File: src/rtl/icache_assoc.sv
// Set-associative instruction cache with multi-word blocks, a sequential
// block refill FSM, single-cycle flush and saturating hit/miss counters.
module icache_assoc #(
   parameter int SETS  = 8,
   parameter int WAYS  = 2,
   parameter int WORDS = 2,
   parameter int CNT_W = 16
) (
   input  logic             CLK,
   input  logic             nRST,
   input  logic             imemREN,
   input  logic [31:0]      imemaddr,
   output logic             ihit,
   output logic [31:0]      imemload,
   input  logic             iflush,
   output logic             iREN,
   output logic [31:0]      iaddr,
   input  logic             iwait,
   input  logic [31:0]      iload,
   output logic [CNT_W-1:0] hit_count,
   output logic [CNT_W-1:0] miss_count
);
   localparam int OFF_W  = $clog2(WORDS);
   localparam int WOFF_W = (WORDS > 1) ? OFF_W : 1;
   localparam int IDX_W  = $clog2(SETS);
   localparam int WAY_W  = (WAYS > 1) ? $clog2(WAYS) : 1;
   localparam int TAG_W  = 30 - OFF_W - IDX_W;

   typedef enum logic {IDLE, FILL} state_t;
   state_t state;

   logic [WAYS-1:0]  valid [SETS];
   logic [WAY_W-1:0] vptr  [SETS];
   logic [TAG_W-1:0] tags  [SETS][WAYS];
   logic [31:0]      data  [SETS][WAYS][WORDS];

   logic [29:0]       waddr;
   logic [WOFF_W-1:0] woff;
   logic [IDX_W-1:0]  idx;
   logic [TAG_W-1:0]  tag;

   assign waddr = imemaddr[31:2];
   assign woff  = WOFF_W'(waddr & 30'(WORDS - 1));
   assign idx   = IDX_W'(waddr >> OFF_W);
   assign tag   = TAG_W'(waddr >> (OFF_W + IDX_W));

   logic [IDX_W-1:0]  f_idx;
   logic [TAG_W-1:0]  f_tag;
   logic [WAY_W-1:0]  f_way;
   logic [WOFF_W-1:0] wcnt;

   logic             hit;
   logic [WAY_W-1:0] hway;
   logic [WAY_W-1:0] vway;

   // Victim: lowest invalid way wins over the round-robin pointer.
   always_comb begin
      hit  = 1'b0;
      hway = '0;
      vway = vptr[idx];
      for (int w = WAYS - 1; w >= 0; w--) begin
         if (valid[idx][w] && tags[idx][w] == tag) begin
            hit  = 1'b1;
            hway = WAY_W'(w);
         end
         if (!valid[idx][w]) vway = WAY_W'(w);
      end
   end

   logic miss, accept, last;
   assign ihit     = (state == IDLE) && imemREN && hit && !iflush;
   assign miss     = (state == IDLE) && imemREN && !hit && !iflush;
   assign imemload = data[idx][hway][woff];
   assign accept   = (state == FILL) && !iwait && !iflush;
   assign last     = (wcnt == WOFF_W'(WORDS - 1));

   always_ff @(posedge CLK or negedge nRST) begin
      if (!nRST) begin
         state      <= IDLE;
         hit_count  <= '0;
         miss_count <= '0;
         iREN       <= 1'b0;
         iaddr      <= '0;
         wcnt       <= '0;
         f_idx      <= '0;
         f_tag      <= '0;
         f_way      <= '0;
         for (int s = 0; s < SETS; s++) begin
            valid[s] <= '0;
            vptr[s]  <= '0;
         end
      end else begin
         if (ihit && hit_count != '1)  hit_count  <= hit_count + 1'b1;
         if (miss && miss_count != '1) miss_count <= miss_count + 1'b1;
         if (iflush) begin
            state <= IDLE;
            wcnt  <= '0;
            iREN  <= 1'b0;
            for (int s = 0; s < SETS; s++) begin
               valid[s] <= '0;
               vptr[s]  <= '0;
            end
         end else begin
            case (state)
               IDLE: if (miss) begin
                  state            <= FILL;
                  f_idx            <= idx;
                  f_tag            <= tag;
                  f_way            <= vway;
                  valid[idx][vway] <= 1'b0;
                  wcnt             <= '0;
                  iREN             <= 1'b1;
                  iaddr            <= imemaddr & ~32'(WORDS * 4 - 1);
               end
               FILL: if (!iwait) begin
                  if (last) begin
                     valid[f_idx][f_way] <= 1'b1;
                     vptr[f_idx]         <= WAY_W'((int'(f_way) + 1) % WAYS);
                     state               <= IDLE;
                     iREN                <= 1'b0;
                     wcnt                <= '0;
                  end else begin
                     wcnt  <= wcnt + 1'b1;
                     iaddr <= iaddr + 32'd4;
                  end
               end
               default: state <= IDLE;
            endcase
         end
      end
   end

   // Line storage carries no reset; validity alone gates hits.
   always_ff @(posedge CLK) begin
      if (accept) begin
         data[f_idx][f_way][wcnt] <= iload;
         if (last) tags[f_idx][f_way] <= f_tag;
      end
   end
endmodule
File: config.mk
export PLATFORM = sky130hd
export DESIGN_NAME = icache_assoc
export DESIGN_NICKNAME = d
export VERILOG_FILES = /design/src/rtl/icache_assoc.sv
export SDC_FILE = /design/constraint.sdc
export NUM_CORES = 2
export LEC_CHECK = 0
export CAP_MARGIN = 20
export CORE_MARGIN = 3
export CORE_UTILIZATION = 43
export CTS_CLUSTER_DIAMETER = 40
export DETAILED_ROUTE_END_ITERATION = 12
export PLACE_DENSITY_LB_ADDON = 0.05
export SYNTH_ARGS = -nofsm -noshare
export SYNTH_HDL_FRONTEND = slang
export SYNTH_SLANG_ARGS = --single-unit
File: constraint.sdc
create_clock -name CLK -period 5.4 [get_ports CLK]
set_input_delay 0.54 -clock CLK [delete_from_list [all_inputs] [get_ports CLK]]
set_output_delay 0.54 -clock CLK [all_outputs]
set_load 0.01 [all_outputs]
# After elaboration in Yosys (flattened, before gate mapping)
# Memory sizes are Yosys's and may differ from the RTL's.
# Index checks and enable logic that the tools add are counted.
# W data, S select, Z words.
# totals
ff_bits,121
latchBits,0
ram_bits,1440
romBits,0
n_memories,2
# classes
addsub,5
multipliers,0
div_mod_pow,0
n_lt_le_gt_ge,14
n_eq_ne,11
n_shift,0
mux,67
bitwise,11
reduce_logical,27
# mem_list
memory,depth,word_bits,read_ports,rd_clocked_by_memory_dff,write_ports,line_no,rtl
data,8,128,1,0,1,35,logic [31:0] data [SETS][WAYS][WORDS];
tags,8,52,1,0,1,34,logic [TAG_W-1:0] tags [SETS][WAYS];
# ops
cell,count
$mux W64,4
$mux W32,7
$mux W128,1
$demux W64 S1,1
$mux W16,4
$pmux W32 S2,1
$eq A26 B26 Y1,2
$mux W52,1
$add A16 B1 Y16 const B,2
$add A32 B3 Y32 const B,1
$demux W32 S1,1
$mux W8,4
$ne A16 B16 Y1 const B,2
$pmux W16 S2,1
$demux W26 S1,1
$mux W26,1
$mux W1,25
$logic_and A1 B1 Y1,17
$and A16 B16 Y16,1
$not A16 Y16,1
$or A16 B16 Y16,1
$demux W2 S3,2
$reduce_and A3 Y1,3
$bwmux W8,1
23 further kinds,50

# Depth between registers and ports, before layout
# depth
ltp_word,17
depth_mapped,15
ltp_nobuf,10

# Worst setup path before layout
# No wires, ideal clock.
# synth_path
path_kind,input -> output
startpoint,input port imemaddr[3]
endpoint,output port imemload[24]
arrival_time_ns,3.323
path_slack_ns,1.537
cell_stages,12
cell_sequence,buf_2 buf_2 mux4_2 mux2i_1 xnor2_1 a21oi_1 nand4b_1 nor4_4 nand2b_1 clkbuf_1 buf_2 mux2_2
# synth_via
elab_chain_len,14
# synth_rtl
item,line_no,rtl
start: declaration,12,"input logic [31:0] imemaddr,"
"parallel branches: the longest is 8 deep, another holds $mem_v2 Z8 W52",-,
$mux W64 (not written as such) (*) (3 in series),73,assign imemload = data[idx][hway][woff];
$mux W32 (not written as such) (*) (3 in series),73,
end: declaration,14,"output logic [31:0] imemload,"
# Every way passes the cells marked *. The select of a mux whose other input is x is not followed.

# Worst setup path in the final report
# layout_path
startpoint,memory tags[7][8] (netlist bit)
endpoint,output port imemload[27]
# layout_via
elab_chain_len,12
# layout_rtl
item,line_no,rtl
start: declaration,34,
$mem_v2 Z8 W52,-,
$eq A26 B26 Y1,62,if (valid[idx][w] && tags[idx][w] == tag) begin
$logic_and A1 B1 Y1,62,
$mux W1 (2 in series),62,
$not A1 Y2 (not written as such),73,
$mux W64 (not written as such) (3 in series),73,
$mux W32 (not written as such) (3 in series),73,
# No other way between the ends. The select of a mux whose other input is x is not followed.

==> results.yml <==
status:
  status: "completed"
placement:
  place_hpwl_um: 112000
  placed_area_sq_mm: 0.0672
  globalplace.congestion: 0.842
  dp_cells: 5794
  io_buffers: 162
clock_tree:
  cts_tree: "yes"
  path_clk_slew_ps: 60
  htree_levels: 4
  clkLatencyLatePin_ps: 820
  root_buffer: "clkbuf_16"
  cts_buffers: 208
  cts_sinks: 1559
  clockBufferDepth: 3
synthesis:
  synth_area_leaders: "edfxtp_1 (70%), dfrtp_1 (4.8%), mux2i_1 (4.2%), mux2_2 (2.4%), mux4_2 (2.1%)"
  synth_cell_types: 79
  ys_seq_area_share_pct: 74.9
  yosysMostFrequentCell: "edfxtp_1"
  synthArstFlopShare_pct: 7.63
  synth_flop_cell: "edfxtp_1"
  synth_warnings: 0
  syn_area_per_cell_sq_um: 16.4
  yosys-top-cells-count: "edfxtp_1 (1440), mux2i_1 (261), nor2_1 (203)"
  yosys.area.top_type: "edfxtp_1"
  synth_edf_count: 1440
  synthesis.area_sq_mm: 0.0617
  yosys.area.top_type_share_pct: 70.0
  synthCells: 3767
  synth.ff_latch_count: 1559
layout:
  stdcell_count: 6208
  multi_input_area_sq_mm: 0.0149
  final_cell_area_sq_mm: 0.0748
  syn2layout_area_growth_pct: 21.2
  fillers: 11400
  seqCellArea_sq_mm: 0.0462
  nets: 4203
  drive_gt1_share_pct: 20.2
worst_setup_path:
  regToRegEndpoint: "data[4][92]"
  ff2ff_path_depth: 5
  critPathLaunchType: "flip-flop"
  cpMaxStageDelayCell: "clkdlybuf4s50_1"
  required_ps: 4860
  endpoint_kind: "output port"
  cp.buffers_inverters: 2
  arrival_ps: 4630
  cp_cell_sequence: "mux4_2 > mux2i_1 > xor2_1 > nor3b_1 > nand4_1 > nor4_4 > nand2b_4 > buf_12 > a311oi_1 > a21o_1 > clkdlybuf4s50_1"
  critPathKind: "flip-flop to output port"
  worst-path-max-fanout: 11
  ff2ff_setup_slack_ps: 1010
  crit_path_max_incr_delay_ps: 600
  critical_path.top_delay_family: "simple AND/OR/NAND/NOR gates"
  rr_startpoint: "state"
power:
  power_frac_clock_pct: 47.4
  switching_power_uw: 6810
  p_int_uw: 23000
  power-per-cell-area_mw_per_mm2: 398
  vdd_drop_max_mv: 0.276
  pwr-share-comb_pct: 6.3
  totalPowerFinal_uw: 29800
  pwr-share-seq_pct: 46.3
  p_sw_share_pct: 22.9
  power.leakage_uw: 0.0252
worst_hold_path:
  holdCritStartpoint: "imemaddr[3]"
  hold_end: "iaddr[3]"
  hp-class: "input port to flip-flop"
  hold_depth: 3
global_routing:
  first_global_vias: 37300
  grt_start_max_net_pins: 99
  grt_pass1_wl_um: 279000
  globalRouteMet1Util_pct: 34.9
  gr-usage-all-layers_pct: 26.6
  antenna_found_initial: 11
  top_usage_layer: "met2"
  grt_overflow: 0
  met3_usage_pct: 4.45
  grt_use_met2_pct: 45.0
sta:
  fmax_mhz: 193
  finClkSkew_ps: 24.8
  min_period_over_period_pct: 95.8
  holdWs_ps: 226
  hold_violations: 0
  slew_viol_final: 0
  setup_viol: 0
  tns_ps: 0
  tightest_slew_ps: 1100
  rsz0062_at_grt: "true"
  relSlewSlack_pct: 26.2
  post-route-min-period_ps: 5170
floorplanning:
  io_pins: 167
  initial_core_util_pct: 43.4
  core-area_sq_mm: 0.142
  die_area_sq_mm: 0.148
  rows: 138
  fp.dieW_um: 385
  die_height_um: 385
detailed_routing:
  via_per_inst: 5.99
  drc: 0
  first_pass_iters: 6
  drt_wl_total_um: 198000
  wl_per_cell_um: 31.9
  antenna_left: 0
  routed-via-count: 37200
  drt_first_iter_violations: 3457
job:
  max_cap_violations: 0
-- sequential cells by signal (all words and copies together), names as in the netlist, 3 cells and up --
signal      flops
hit_count      16
iaddr          30
miss_count     16
vptr            8
data         1024
valid          16
f_idx           3
tags          416
f_tag          26
-- how the worst max path moves through the flow --
| stage | start | endpoint | slack [ps] | depth (start not counted) |
|---|---|---|---|---|
| 2_1_floorplan | imemaddr[3] | imemload[24] | 1540 | 12 |
| 3_3_place_gp | imemaddr[4] | imemload[1] | -180 | 14 |
| 3_5_place_dp | imemaddr[3] | imemload[1] | -110 | 14 |
| 4_1_cts | tags[5][25] | imemload[27] | 60 | 12 |
| 5_1_grt | tags[7][8] | imemload[27] | -5 | 11 |
| 6_report | tags[7][8] | imemload[27] | 230 | 11 |
-- worst min-delay path, stage by stage --
cell and delay (ps):
buf_12 150, mux2i_1 170, a21oi_1 80
-- cell families (layout without fill, tap and decap cells) --
logic type | Yosys count | count (layout) | synth area share (%)
compound gates | 784 | 784 | 8.65
xor+xnor | 51 | 51 | 0.723
fa+ha+maj | 3 | 3 | 0.0608
buf+inv | 255 | 801 | 1.82
flops | 1559 | 1559 | 74.9
mux | 449 | 449 | 8.72
other cells | 1 | 6 | 0.00607
simple gates | 665 | 665 | 5.17
-- area by class of cell --
cell class	instances	area share, %
diodes	4	0.0134
clock buffers	246	7.29
clock inverters	147	2.38
inverters	19	0.0953
multi-input cells	1954	19.9
flip-flops and latches	1559	61.8
well taps	1890	3.16
repair buffers	389	5.36
-- per-layer routing --
metal / up-vias / routed length [um] / share of wire [%]
met4: 6 / 6740 / 3.4
met3: 339 / 13100 / 6.6
met1: 19400 / 79400 / 40
met2: 1559 / 98800 / 50
li1: 15900 / - / -
met5: - / 58 / 0.029
-- cells in the final DEF (no fill, tap or decap), types with 20 or more instances in the layout --
cell type / instances
nand4_1: 38
a221o_1: 29
mux4_2: 58
and3_1: 27
clkdlybuf4s50_1: 157
buf_12: 35
mux2_2: 129
mux2i_1: 260
inv_6: 20
dfrtp_1: 119
nand3_1: 76
nor2_1: 145
clkinv_2: 32
a21oi_1: 164
edfxtp_1: 1440
clkbuf_16: 214
o21ai_0: 175
bufinv_16: 30
clkinvlp_4: 22
nor2_4: 57
clkbuf_1: 32
buf_4: 178
nor3_1: 30
xnor2_1: 38
a221oi_1: 82
a22oi_1: 155
nand2_1: 183
-- power by group through the flow --
stage / Sequential (uW) / Clock [uW] / Combinational, uW
floorplan: 13900 / 0 / 882
global placement: 14000 / 0 / 1850
detailed placement: 14000 / 0 / 1860
CTS: 13800 / 14300 / 1870
global route: 13800 / 14800 / 2020
finish: 13800 / 14100 / 1890
-- through the flow --
| step | utilization [%] | worst slack (ps) |
|---|---|---|
| floorplan | - | 1540 |
| global placement | 47.3 | -179 |
| detailed placement | 47.3 | -108 |
| CTS | 52.4 | 55.0 |
| global route | 52.7 | -4.96 |
| finish | 52.7 | 226 |
-- what timing repair did --
action / 4_1_cts / 5_1_grt
hold endpoints to repair: 57 / 0
endpoints found under the setup margin: 2 / 4
hold buffers: 1 / 0
setup buffers: 0 / 0
resized for setup: 3 / 6
(Power assumes the default switching activity.)
